$ cat src/rtl/gaussian_fop_arbiter.sv
// rtl/gaussian_fop_arbiter.sv - round-robin sharing of one fixed-latency FP core among requesters
module gaussian_fop_arbiter #(
  parameter int NUM_REQ    = 4,
  parameter int DATA_W     = 32,
  parameter int OP_LATENCY = 2
) (
  input  logic                      aclk,
  input  logic                      aresetn,
  input  logic [NUM_REQ-1:0]        s_req_valid,
  output logic [NUM_REQ-1:0]        s_req_ready,
  input  logic [NUM_REQ*DATA_W-1:0] s_req_a,
  input  logic [NUM_REQ*DATA_W-1:0] s_req_b,
  output logic [NUM_REQ-1:0]        m_rsp_valid,
  input  logic [NUM_REQ-1:0]        m_rsp_ready,
  output logic [DATA_W-1:0]         m_rsp_data,
  output logic                      core_aclken,
  output logic                      core_a_tvalid,
  output logic                      core_b_tvalid,
  output logic [DATA_W-1:0]         core_a_tdata,
  output logic [DATA_W-1:0]         core_b_tdata,
  input  logic                      core_result_tvalid,
  input  logic [DATA_W-1:0]         core_result_tdata,
  output logic [15:0]               issue_count,
  output logic                      err_tag_mismatch
);
  localparam int IDX_W = $clog2(NUM_REQ);

  logic [OP_LATENCY-1:0] tag_valid;
  logic [IDX_W-1:0]      tag_idx [OP_LATENCY];
  logic [IDX_W-1:0]      rr_ptr;
  logic                  tail_valid;
  logic [IDX_W-1:0]      tail_idx;
  logic [2*NUM_REQ-1:0]  req_rot;
  logic                  found;
  logic [IDX_W-1:0]      winner;
  logic                  handshake;

  assign tail_valid = tag_valid[OP_LATENCY-1];
  assign tail_idx   = tag_idx[OP_LATENCY-1];
  assign m_rsp_data = core_result_tdata;

  always_comb begin
    m_rsp_valid = '0;
    for (int i = 0; i < NUM_REQ; i++) begin
      m_rsp_valid[i] = tail_valid & core_result_tvalid & (tail_idx == IDX_W'(i));
    end
  end

  // Any routed result its owner refuses freezes core, tags and arbiter together.
  assign core_aclken = ~(|(m_rsp_valid & ~m_rsp_ready));

  // Rotate so bit k of req_rot is requester (rr_ptr + k); lowest set bit wins.
  assign req_rot = {s_req_valid, s_req_valid} >> rr_ptr;

  always_comb begin
    int off;
    off   = 0;
    found = 1'b0;
    for (int k = NUM_REQ - 1; k >= 0; k--) begin
      if (req_rot[k]) begin
        found = 1'b1;
        off   = k;
      end
    end
    winner = IDX_W'((int'(rr_ptr) + off) % NUM_REQ);
  end

  assign handshake     = aresetn & found & core_aclken;
  assign core_a_tvalid = handshake;
  assign core_b_tvalid = handshake;

  always_comb begin
    s_req_ready  = '0;
    core_a_tdata = '0;
    core_b_tdata = '0;
    for (int i = 0; i < NUM_REQ; i++) begin
      if (found && winner == IDX_W'(i)) begin
        s_req_ready[i] = aresetn & core_aclken;
        core_a_tdata   = s_req_a[i*DATA_W +: DATA_W];
        core_b_tdata   = s_req_b[i*DATA_W +: DATA_W];
      end
    end
  end

  always_ff @(posedge aclk or negedge aresetn) begin
    if (!aresetn) begin
      tag_valid        <= '0;
      for (int k = 0; k < OP_LATENCY; k++) tag_idx[k] <= '0;
      rr_ptr           <= '0;
      issue_count      <= '0;
      err_tag_mismatch <= 1'b0;
    end else if (core_aclken) begin
      tag_valid[0] <= handshake;
      tag_idx[0]   <= winner;
      for (int k = 1; k < OP_LATENCY; k++) begin
        tag_valid[k] <= tag_valid[k-1];
        tag_idx[k]   <= tag_idx[k-1];
      end
      if (handshake) begin
        rr_ptr      <= (winner == IDX_W'(NUM_REQ - 1)) ? '0 : winner + 1'b1;
        issue_count <= issue_count + 16'd1;
      end
      if (core_result_tvalid != tail_valid) err_tag_mismatch <= 1'b1;
    end
  end
endmodule

$ cat config.mk
export PLATFORM = sky130hd
export DESIGN_NAME = gaussian_fop_arbiter
export DESIGN_NICKNAME = d
export VERILOG_FILES = /design/src/rtl/gaussian_fop_arbiter.sv
export SDC_FILE = /design/constraint.sdc
export NUM_CORES = 1
export LEC_CHECK = 0
export BUFFER_PORTS_ARGS = -buffer_cell sky130_fd_sc_hd__clkbuf_2
export CAP_MARGIN = 10
export CORE_AREA = 2 2 166 168
export CTS_BUF_LIST = sky130_fd_sc_hd__clkbuf_16
export DETAILED_ROUTE_END_ITERATION = 8
export DIE_AREA = 0 0 168 170
export PLACE_DENSITY = 0.41
export REMOVE_ABC_BUFFERS = 1
export SLEW_MARGIN = 15
export SYNTH_ARGS = -nofsm -noshare
export SYNTH_HDL_FRONTEND = slang
export SYNTH_SLANG_ARGS = --single-unit
$ cat constraint.sdc
create_clock -name aclk -period 3.4 [get_ports aclk]
set_input_delay 0.34 -clock aclk [delete_from_list [all_inputs] [get_ports aclk]]
set_output_delay 0.34 -clock aclk [all_outputs]
set_load 0.01 [all_outputs]
## Word level (Yosys, flattened, before mapping)

Cells that the tools add are included.

| cells by class | value |
|---|---|
| reduce and logical (&&, ||, !) cells | 9 |
| equality and inequality tests | 7 |
| multipliers | 0 |
| $lt $le $gt $ge | 0 |
| mux-type cells | 21 |
| shifts and indexed selects | 1 |
| $add $sub $neg | 3 |
| bitwise operators | 11 |
| divide/modulo/power cells | 0 |

Operators by type and width:

| operator | number |
|---|---|
| 32-bit two-way mux | 8 |
| 16-bit by 1-bit adder with 16-bit output, second input constant | 1 |
| 2-bit two-way mux | 5 |
| 1-bit AND | 8 |
| 2-bit equality test, second input constant | 4 |
| 1-bit two-way mux | 8 |
| 8-bit by 2-bit >> shifter with 4-bit output | 1 |
| 4-bit AND | 1 |
| 2-bit by 1-bit equality test with 1-bit output, second input constant | 2 |
| 1-bit logical AND | 4 |
| 2-bit zero test | 2 |
| 4-bit inverter | 1 |
| 2-bit AND reduction | 2 |
| 4-bit OR reduction | 1 |
| 2-bit by 1-bit adder with 2-bit output, second input constant | 1 |
| 2-bit adder | 1 |
| 1-bit != test | 1 |
| 1-bit inverter | 1 |

| word-level totals | value |
|---|---|
| output and inout bits | 124 |
| memory bits (read-only) | 0 |
| bits in registers | 25 |
| bits in latches | 0 |
| bits in writable memories | 0 |
| logic and storage cells | 58 |
| memories | 0 |

## Logic depth before layout (Yosys ltp)

Gate-level depths: netlist of the first run.

| logic depth | value |
|---|---|
| depth after elaboration | 12 |
| gate-level depth with buffers | 16 |
| depth with buffers taken out | 13 |

## Worst setup path after synthesis of the first run

No wires, ideal clock.

| path | value |
|---|---|
| path type | input to output |
| start point | input port s_req_valid[0] |
| end point | output port core_b_tdata[10] |
| data required time | 3060 ps |
| cell stages on the path | 16 |
| path slack | 24 ps |
| path buffers | 3 |
| arrival time | 3036 ps |
| cells stage by stage | buf_2 > inv_1 > o21ai_0 > a21oi_1 > o31a_1 > ha_1 > xnor2_1 > and4_1 > or2_1 > ha_1 > buf_2 > clkbuf_1 > and3b_1 > a211oi_1 > a211o_1 > a21oi_1 |

| on the way | value |
|---|---|
| word-level cells in the longest chain between the ends | 12 |
| elaborated cells between the ends (all ways) | 22 |
| classes of those cells | add/sub: 1; eq/ne: 3; shift: 1; mux: 12; reduce/logical: 5 |

Ends and longest elaborated chain:

| element | line | RTL |
|---|---|---|
| start: declaration | 9 | `input logic [NUM_REQ-1:0] s_req_valid,` |
| 8-bit by 2-bit >> shifter with 4-bit output (*) | 53 | `assign req_rot = {s_req_valid, s_req_valid} >> rr_ptr;` |
| 2-bit two-way mux (4 in series) | 60 | `if (req_rot[k]) begin` |
| 2-bit adder | 65 | `winner = IDX_W'((int'(rr_ptr) + off) % NUM_REQ);` |
| 2-bit zero test | 77 | `if (found && winner == IDX_W'(i)) begin` |
| 1-bit logical AND | 77 |  |
| 32-bit two-way mux (3 in series) | 77 |  |
| 32-bit two-way mux (*) | 77 |  |
| end: declaration | 20 | `output logic [DATA_W-1:0] core_b_tdata,` |

Every way passes the cells marked *; elsewhere a longest branch is shown, timed or not.

## Worst setup path after layout of the first run

| path | value |
|---|---|
| start point | register rr_ptr[1] |
| end point | output port core_a_tdata[12] |

| on the way | value |
|---|---|
| word-level cells in the longest chain between the ends | 12 |
| elaborated cells between the ends (all ways) | 22 |
| classes of those cells | add/sub: 1; eq/ne: 3; shift: 1; mux: 12; reduce/logical: 5 |

Ends and longest elaborated chain:

| element | line | RTL |
|---|---|---|
| start: declaration | 30 | `logic [IDX_W-1:0] rr_ptr;` |
| start signal: assignment | 100 | `rr_ptr <= (winner == IDX_W'(NUM_REQ - 1)) ? '0 : winner + 1'b1;` |
| 8-bit by 2-bit >> shifter with 4-bit output | 53 |  |
| 2-bit two-way mux (4 in series) | 60 |  |
| 2-bit adder | 65 |  |
| 2-bit zero test | 77 |  |
| 1-bit logical AND | 77 |  |
| 32-bit two-way mux (3 in series) | 77 |  |
| 32-bit two-way mux (*) | 77 |  |
| end: declaration | 19 | `output logic [DATA_W-1:0] core_a_tdata,` |

Marked as above.

==> results of run 1 <==
[per-stage QoR]
| step | hold WS, ps | utilization | std cells | TNS, ps | setup slack (ps) |
|---|---|---|---|---|---|
| 3_5_place_dp | 234.1 | 0.2578 | 1293 | -3901 | -183.7 |
| 4_1_cts | 403.7 | 0.2784 | 1317 | -11520 | -243.3 |
| 6_report | 403.7 | 0.2903 | 1326 | -12690 | -284.2 |
| 3_3_place_gp | 233.5 | 0.2578 | 1293 | -4023 | -183.1 |
| 5_1_grt | 414.5 | 0.2903 | 1326 | -23470 | -431.4 |
| 2_1_floorplan | 44.41 | - | 522 | -101310 | -1556 |
[logic make-up after synthesis]
logic type / share of synthesized area
xor+xnor: 0.03162
flops: 0.1412
simple gates: 0.2789
fa+ha+maj: 0.01976
compound gates: 0.3354
buf+inv: 0.1745
mux: 0.01863
[cell usage after synthesis, types with 4 or more instances]
| cell | n |
|---|---|
| nor4_2 | 5 |
| clkbuf_1 | 50 |
| inv_1 | 71 |
| a211oi_1 | 62 |
| a211o_1 | 64 |
| nor3_2 | 9 |
| and2_1 | 7 |
| a21oi_1 | 66 |
| nor2_1 | 4 |
| and3b_1 | 63 |
| nor2b_1 | 4 |
| xor2_1 | 13 |
| nand3_1 | 6 |
| buf_4 | 33 |
| nand2_1 | 71 |
| dfrtp_1 | 25 |
| buf_2 | 9 |
| ha_1 | 7 |
[layout make-up]
class                           instances  area (um2)
Fill cell                            2963       18910
Multi-Input combinational cell        426        3364
Timing Repair Buffer                  459        2973
Sequential cell                        25       625.6
Tap cell                              341       426.7
Inverter                               71       266.5
Clock buffer                            3       75.07
Clock inverter                          1       5.005
[how the worst max path moves through the flow]
| stage | cells past startpoint | to | start | slack (ps) |
|---|---|---|---|---|
| floorplan | 12 | core_a_tdata[31] | rr_ptr[1] | -1560 |
| global placement | 17 | core_a_tdata[4] | s_req_valid[0] | -180 |
| detailed placement | 17 | core_a_tdata[4] | s_req_valid[0] | -180 |
| CTS | 16 | core_a_tdata[18] | rr_ptr[1] | -240 |
| global route | 17 | core_a_tdata[12] | rr_ptr[1] | -430 |
| finish | 17 | core_a_tdata[12] | rr_ptr[1] | -280 |
[power by group through the flow]
stage	logic [W]	registers, W	clock network, W
6_report	0.0109	0.000539	0.000266
5_1_grt	0.0119	0.000557	0.000287
4_1_cts	0.0104	0.000541	0.000275
3_5_place_dp	0.00911	0.000544	0
3_3_place_gp	0.00916	0.000541	0
2_1_floorplan	0.00449	0.000542	0
[sequential cells by signal, indices dropped and copies added (netlist names)]
register,flops
rr_ptr,2
tail_idx,2
tag_valid,2
err_tag_mismatch,1
tag_idx,2
issue_count,16
[what timing repair did]
action,CTS,global route
gates cloned,7,3
pin swaps,79,57
setup buffers,12,9
hold buffers,1,0
gates resized for setup,38,105
endpoints found under the setup margin,64,64
endpoints found under the hold margin,6,0
[tightest hold or removal path: stages]
cell	delay, ps
clkbuf_2	80
ha_1	120
a21o_1	100
[routing by layer]
layer,vias to the layer above,part of all wire
met5,-,0
met4,0,0.0087
met3,16,0.073
met2,236,0.49
met1,2746,0.42
li1,2906,-
==> key figures, run 1 <==
Run status
  – Status: finished, violations left
  – Violated checks: negative setup slack

Timing
  – Final hold violations: 0
  – Final Skew: 4.751 ps
  – Final Critical Period: 3684 ps
  – Slew headroom: 0.6062
  – Slew @ Worst Pin: 590.8 ps
  – Final setup fails: 64
  – Final Cycle Share: 1.084
  – RSZ-0062 raised after global routing: true
  – Slew Viols, Final: 0
  – Fin worst setup slack: -284.2 ps
  – Fmax: 0.2714 GHz

Pwr
  – Comb power frac: 0.931
  – P_sw: 0.005499 W
  – Sequential Power Share: 0.046
  – Net switching fraction of the power: 0.4683
  – Static leakage: 4.241 nW
  – Total power: 0.01174 W
  – Power Density: around 1500 nW/um2
  – Pint: 0.006244 W
  – VDD IR max: 629.3 uV
  – Clock share of power: 0.023

Global routing
  – Vias in the first global route: 5905
  – Total track usage: 0.1489
  – GRT met3 Usage: 0.03674
  – Busiest layer in global routing: met2
  – Gr ovfl total: 0
  – Largest net degree at the start of global routing: 45
  – Initial antenna violation count: 0
  – First-pass GRT wire length: approximately 33 mm
  – M2 GR Usage: 0.2655
  – GRT met1 Usage: 0.1851

Routing
  – Initial DRC Count: 191
  – Vias post-DR: 5904
  – TritonRoute pass-1 iters: 4
  – Drt wl/cell: 17.35 um
  – WL final: around 23 mm
  – Post-route DRC: 0
  – Routed Antenna Nets: 0
  – Via density: around 4.5

Die
  – FP Rows: 60
  – Core area: 26650 um2
  – Starting Density: 0.1663
  – Die X: 168 um
  – # IOs: 423
  – Chip height: 170 um
  – Die area: roughly 29000 um2

Critical path
  – Crit path max-delay cell type: dfrtp_1
  – Worst path top cell family by delay: simple AND/OR/NAND/NOR gates
  – Startpoint Class: flop
  – Worst R2R Path Depth: 13
  – Critical path fanouts, max: 6
  – Crit path largest cell delay: approximately 400 ps
  – Top cell by count, worst path: buf_12
  – Setup CP Type: reg -> out
  – RR Endpoint: rr_ptr[0]
  – Arr. time, crit path: 3340 ps
  – Worst setup EP type: output port
  – Worst EP required: 3060 ps
  – CP Buf/Inv Count: 4
  – Crit path cell chain: nand2b_4 -> a21oi_2 -> o211ai_1 -> o31a_1 -> ha_2 -> xnor2_2 -> and4_1 -> or2_4 -> ha_4 -> buf_12 -> buf_12 -> clkbuf_16 -> and3b_1 -> a211oi_2 -> a211o_1 -> a21oi_1 -> buf_2
  – Reg-to-reg slack, setup: 860 ps
  – R2R Path Start: rr_ptr[1]

Logic synthesis
  – Synth unique cells: 46
  – Synthesized instance count: around 600
  – Commonest register cell after synthesis: dfrtp_1
  – Area contributors post-synth: dfrtp_1, a211o_1, and3b_1
  – Cell Area, Synth: 4432 um2
  – Synth Register Bits: 25
  – Synth area leader: dfrtp_1
  – Syn. warnings: 0
  – Fraction of registers with async set/reset: 1.000
  – Synth Area per Inst: 7.194 um2
  – EDFF count, synth: 0
  – Sequential area share after synthesis: 0.1412
  – Synth top area share: 0.1412

Clock network
  – H-tree levels: 1
  – Clock transition at path regs: 70 ps
  – Number of buffers created by CTS: 3
  – Clock root buffer: clkbuf_16
  – TritonCTS clock tree: done
  – Skew-Pair Late Insertion Delay: approximately 260 ps
  – Clk sinks: 25
  – Clock Tree Buf Depth: 2

Final layout
  – Commonest non-fill, non-tap cell in the layout: clkbuf_2
  – Fraction of layout cells with a size suffix above 1: 0.5553
  – Design area: roughly 7700 um2
  – Syn-to-layout area delta: 74.56%
  – Most frequent cells in the layout: clkbuf_2, inv_1, nand2_1
  – Final net count: about 1300
  – Antenna fix cells: 0

Min path
  – Hold_sp: core_result_tvalid
  – Hold Path Depth: 3
  – Hold Crit Class: in -> reg
  – Min-Delay Endpoint: err_tag_mismatch

Placed design
  – Placed instance area: 6870 um2
  – DP Wirelength: 17.50 mm
  – GP Congestion: approximately 0.79
  – Port bufs: around 360

Job
  – Max Cap Violations: 0
Power figures use the tool's default switching activity.
==> inputs of run 2 (changes only) <==
--- a/config.mk
+++ b/config.mk
@@ -7,11 +7,11 @@
 export LEC_CHECK = 0
 export BUFFER_PORTS_ARGS = -buffer_cell sky130_fd_sc_hd__clkbuf_2
 export CAP_MARGIN = 10
-export CORE_AREA = 2 2 166 168
+export CORE_AREA = 2 2 162 164
 export CTS_BUF_LIST = sky130_fd_sc_hd__clkbuf_16
 export DETAILED_ROUTE_END_ITERATION = 8
-export DIE_AREA = 0 0 168 170
-export PLACE_DENSITY = 0.41
+export DIE_AREA = 0 0 164 166
+export PLACE_DENSITY = 0.43
 export REMOVE_ABC_BUFFERS = 1
 export SLEW_MARGIN = 15
 export SYNTH_ARGS = -nofsm -noshare
==> key figures, run 2 (same netlist as run 1, synthesis figures left out) <==
Global routing
  – Largest net degree at the start of global routing: 61
  – Total track usage: 0.1493
  – Gr ovfl total: 0
  – Vias in the first global route: 5655
  – First-pass GRT wire length: around 32 mm
  – Initial antenna violation count: 0

Timing
  – Slew headroom: 0.5991
  – Final hold violations: 0
  – Final Critical Period: 3691 ps
  – Setup TNS: -12830 ps
  – RSZ-0062 raised after global routing: true
  – Slew Viols, Final: 0
  – Fmax: 0.2709 GHz
  – Final Cycle Share: 1.086
  – Final setup fails: 64
  – Fin worst setup slack: -291.1 ps
  – Slew @ Worst Pin: 596.9 ps
  – Final Skew: between 5 and 6 ps

Final layout
  – Syn-to-layout area delta: 64.03%
  – Final design utilization: 0.2838
  – Most frequent cells in the layout: clkbuf_2, inv_1, nand2_1
  – Biggest register: issue_count
  – Max reg flops: 16
  – Post-Layout Cell Count: 1297
  – Fraction of layout cells with a size suffix above 1: 0.5114
  – Antenna fix cells: 0
  – Commonest non-fill, non-tap cell in the layout: clkbuf_2
  – Final net count: 1269

Die
  – # IOs: ~420
  – Die area: about 27000 um2
  – Starting Density: 0.1730
  – Core area: roughly 26000 um2
  – FP Rows: a little under 60
  – Die X: 164 um
  – Chip height: roughly 170 um

Critical path
  – Setup CP Type: reg -> out
  – Arr. time, crit path: about 3400 ps
  – Crit path cell chain: nand2b_4 -> a21oi_2 -> o211ai_1 -> o31a_1 -> ha_2 -> xnor2_2 -> and4_1 -> or2_4 -> ha_4 -> buf_12 -> buf_12 -> buf_12 -> and3b_1 -> a211oi_1 -> a211o_1 -> a21oi_2 -> clkbuf_2
  – Critical path fanouts, max: 10
  – Worst EP required: 3060 ps
  – Crit path max-delay cell type: dfrtp_2
  – Worst setup EP type: output port
  – CP Buf/Inv Count: 4
  – Startpoint Class: flop
  – Worst path top cell family by delay: simple AND/OR/NAND/NOR gates
  – Crit path largest cell delay: 440 ps
  – Top cell by count, worst path: buf_12

Routing
  – TritonRoute pass-1 iters: 4
  – Routed Antenna Nets: 0
  – Via density: ~4.5
  – Post-route DRC: 0
  – Initial DRC Count: 131
  – Drt wl/cell: approximately 17 um
  – WL final: 22.07 mm
  – Vias post-DR: 5825

Pwr
  – Total power: about 0.011 W
  – VDD IR max: roughly 700 uV
  – Power Density: 1462 nW/um2
  – Static leakage: 4.033 nW

Clock network
  – CTS hold repair buffers: 0
  – Skew-Pair Late Insertion Delay: 260 ps
  – Clock Tree Buf Depth: 2
  – Clk sinks: 25
  – Number of buffers created by CTS: 3
  – Clock root buffer: clkbuf_16
  – H-tree levels: 1
  – TritonCTS clock tree: done
  – Clock transition at path regs: approximately 60 ps

Run status
  – Violated checks: negative setup slack
  – Status: finished, violations left

Placed design
  – DP Wirelength: 17.03 mm
  – Port bufs: 358
  – GP Congestion: 0.8937
  – Placed cells: between 1000 and 1500

Job
  – Max Cap Violations: 0

Min path
  – Hold Crit Class: in -> async
[run 2: cell types whose count changed in the layout (fill, tap and decap cells not counted), sizes merged]
cell	change
buf	-27
dlygate4sd3	-1
clkbuf	+5
[run 2: area by class of cell]
| cell class | instances | area [um2] |
|---|---|---|
| sequential | 25 | 626.9 |
| timing repair buffer | 436 | 2680 |
| tap | 335 | 419.2 |
| clock buffer | 3 | 75.07 |
| inverter | 71 | 266.5 |
| fill | 2865 | 18350 |
| multi-input combinational | 426 | 3197 |
| clock inverter | 1 | 5.005 |
[run 2: where the power goes]
group / internal (W) / switching, W / total (W)
logic: 0.00497 / 0.00486 / 0.00983
clock network: 0.000158 / 0.000102 / 0.000260
registers: 0.000407 / 0.000137 / 0.000543
total: 0.00553 / 0.00510 / 0.0106
[run 2: layer usage]
metal  wire length (um)  share of wire  up-vias  GRT usage
li1                   -              -     2861          -
met1               9539           0.43     2669     0.1978
met2              10410           0.47      267     0.2468
met3               1671          0.076       26    0.03447
met4                389          0.018        2    0.02746
met5                 57         0.0026        -    0.01636
[run 2: final timing paths]
path	from	slack, ps	end	cells after the start
worst min-delay path	aresetn	9	issue_count[11]	1
worst max register to register	rr_ptr[1]	650	rr_ptr[0]	14
max in group asynchronous	aresetn	2820	rr_ptr[1]	2
min in group aclk	core_result_tvalid	420	err_tag_mismatch	3
worst min register to register	err_tag_mismatch	470	err_tag_mismatch	1
worst max-delay path	rr_ptr[1]	-290	core_b_tdata[2]	17
[run 2: stage by stage]
| step | instance area (um2) | worst slack [ps] | hold slack, ps |
|---|---|---|---|
| 2_1_floorplan | 3925 | -1556 | 44.41 |
| 4_1_cts | 7104 | -234.3 | 19.72 |
| 3_3_place_gp | 6885 | -245.7 | 299.6 |
| 3_5_place_dp | 6885 | -162.6 | 296.0 |
| 5_1_grt | 7269 | -445.8 | 28.08 |
| 6_report | 7269 | -291.1 | 9.101 |
[run 2: timing repair]
item | 4_1_cts | 5_1_grt
buffers inserted | 2 | 3
pin swaps | 16 | 34
gates resized for setup | 16 | 73
setup endpoints to repair | 64 | 65
gates cloned | 2 | 2
==> inputs of run 3 (changes only) <==
--- a/config.mk
+++ b/config.mk
@@ -13,6 +13,7 @@
 export DIE_AREA = 0 0 164 166
 export PLACE_DENSITY = 0.43
 export REMOVE_ABC_BUFFERS = 1
+export SETUP_SLACK_MARGIN = 0.2
 export SLEW_MARGIN = 15
 export SYNTH_ARGS = -nofsm -noshare
 export SYNTH_HDL_FRONTEND = slang
==> key figures, run 3 (same netlist as run 1, synthesis figures left out) <==
Timing
  – Final Cycle Share: 1.081
  – Final Skew: between 4 and 5 ps
  – Final setup fails: 64
  – Fmax: 0.2720 GHz
  – Final hold violations: 0
  – Hold Slack: 9.518 ps
  – Fin worst setup slack: -276.1 ps
  – Slew @ Worst Pin: 595.5 ps
  – Slew Viols, Final: 0
  – RSZ-0062 raised after global routing: true
  – Final Critical Period: 3676 ps
  – Slew headroom: 0.6000

Final layout
  – Design area: 7377 um2
  – Fraction of layout cells with a size suffix above 1: 0.5170
  – Final net count: roughly 1300
  – Syn-to-layout area delta: 66.46%
  – Most frequent cells in the layout: clkbuf_2, inv_1, nand2_1
  – Post-Layout Cell Count: 1305
  – Commonest non-fill, non-tap cell in the layout: clkbuf_2
  – Max reg flops: 16
  – Biggest register: issue_count
  – Final design utilization: 0.2880

Die
  – Starting Density: 0.1730
  – Die X: about 160 um
  – Chip height: 166 um
  – # IOs: ~420
  – Core area: around 26000 um2
  – FP Rows: 59
  – Die area: approximately 27000 um2

Clock network
  – Clock Tree Buf Depth: 2
  – Clock root buffer: clkbuf_16
  – H-tree levels: 1
  – CTS hold repair buffers: 0
  – Skew-Pair Late Insertion Delay: 260 ps
  – TritonCTS clock tree: done
  – Clock transition at path regs: 60 ps
  – Clk sinks: 25
  – Number of buffers created by CTS: 3

Critical path
  – Crit path largest cell delay: 440 ps
  – Reg-to-reg slack, setup: 610 ps
  – Setup CP Type: reg -> out
  – Crit path max-delay cell type: dfrtp_2
  – Startpoint Class: flop
  – Worst EP required: 3060 ps
  – Worst setup EP type: output port
  – Top cell by count, worst path: buf_12
  – Arr. time, crit path: 3340 ps
  – Crit path cell chain: nand2b_4 -> a21oi_2 -> o211ai_1 -> o31a_1 -> ha_2 -> xnor2_2 -> and4_4 -> or2_4 -> ha_4 -> buf_12 -> buf_12 -> buf_12 -> and3b_1 -> a211oi_1 -> a211o_1 -> a21oi_2 -> clkbuf_2
  – Critical path fanouts, max: 10

Global routing
  – Gr ovfl total: 0
  – First-pass GRT wire length: 32.11 mm
  – Total track usage: 0.1493
  – Largest net degree at the start of global routing: 61
  – Vias in the first global route: between 5000 and 6000
  – Initial antenna violation count: 0

Placed design
  – Placed cells: 1285
  – Port bufs: around 360
  – Pre-CTS setup slack: -162.6 ps
  – Placed instance area: slightly below 7000 um2
  – GP Congestion: 0.8937
  – DP Wirelength: 17.03 mm

Job
  – Max Cap Violations: 0

Routing
  – Post-route DRC: 0
  – Routed Antenna Nets: 0
  – Max Used Layer: met5
  – Initial DRC Count: 157
  – DRT met1 WL: 9.956 mm
  – Routed wire length on met3: 1.625 mm
  – WL met2: 10.61 mm
  – Via density: roughly 4.5
  – WL final: 22.58 mm
  – TritonRoute pass-1 iters: 4
  – Drt wl/cell: 17.30 um
  – Vias post-DR: 5869

Pwr
  – Power Density: between 1000 and 1500 nW/um2
  – VDD IR max: 721.8 uV
  – Static leakage: just over 4 nW

Run status
  – Violated checks: negative setup slack
  – Status: finished, violations left

Min path
  – Hold Crit Class: in -> async
[run 3: final timing paths]
kind	from	endpoint	cells after the start
setup / recovery	rr_ptr[1]	core_b_tdata[2]	17
hold / removal	aresetn	issue_count[11]	1
setup reg to reg	rr_ptr[1]	rr_ptr[0]	15
hold reg to reg	err_tag_mismatch	err_tag_mismatch	1
max in group asynchronous	aresetn	rr_ptr[1]	2
min in group aclk	core_result_tvalid	err_tag_mismatch	3
[run 3: metal layers]
layer | GRT usage | vias up
met2 | 0.2468 | 265
met5 | 0.01636 | -
li1 | - | 2883
met1 | 0.1978 | 2697
met4 | 0.02746 | 2
met3 | 0.03447 | 22
[run 3: critical path: cells and delay by family, from the launching register on]
kind,cells,cell delay (ps)
flip-flops,1,440
XOR/XNOR,1,140
adder cells (fa/ha/maj),2,360
buffers and inverters,4,560
AO/OA/AOI/OAI,6,780
AND/OR/NAND/NOR,4,790
[run 3: cell type report]
type                    instances  area (um2)
diodes                          1       2.502
clock buffers                   3       75.07
clock inverters                 1       5.005
fillers                      2855       18240
inverters                      71       266.5
multi-input cells             426        3202
flip-flops and latches         25       626.9
well taps                     335       419.2
repair buffers                443        2780
[run 3: per-stage QoR]
| step | total power (W) | setup TNS (ps) |
|---|---|---|
| floorplan | 0.005035 | -101310 |
| finish | 0.01097 | -11890 |
| global placement | 0.009735 | -6446 |
| CTS | 0.01039 | -11060 |
| detailed placement | 0.009688 | -3846 |
| global route | 0.01190 | -22400 |
[run 3: power by group]
group	total (W)	internal [W]	switching, W
clock	0.000262	0.000158	0.000103
combinational	0.0102	0.00518	0.00499
sequential	0.000543	0.000407	0.000136
[run 3: repair_timing]
action | 4_1_cts | 5_1_grt
pin swaps | 17 | 35
endpoints found under the hold margin | 0 | 0
resized for setup | 16 | 83
cloned | 2 | 4
endpoints found under the setup margin | 67 | 68
setup buffers | 2 | 7
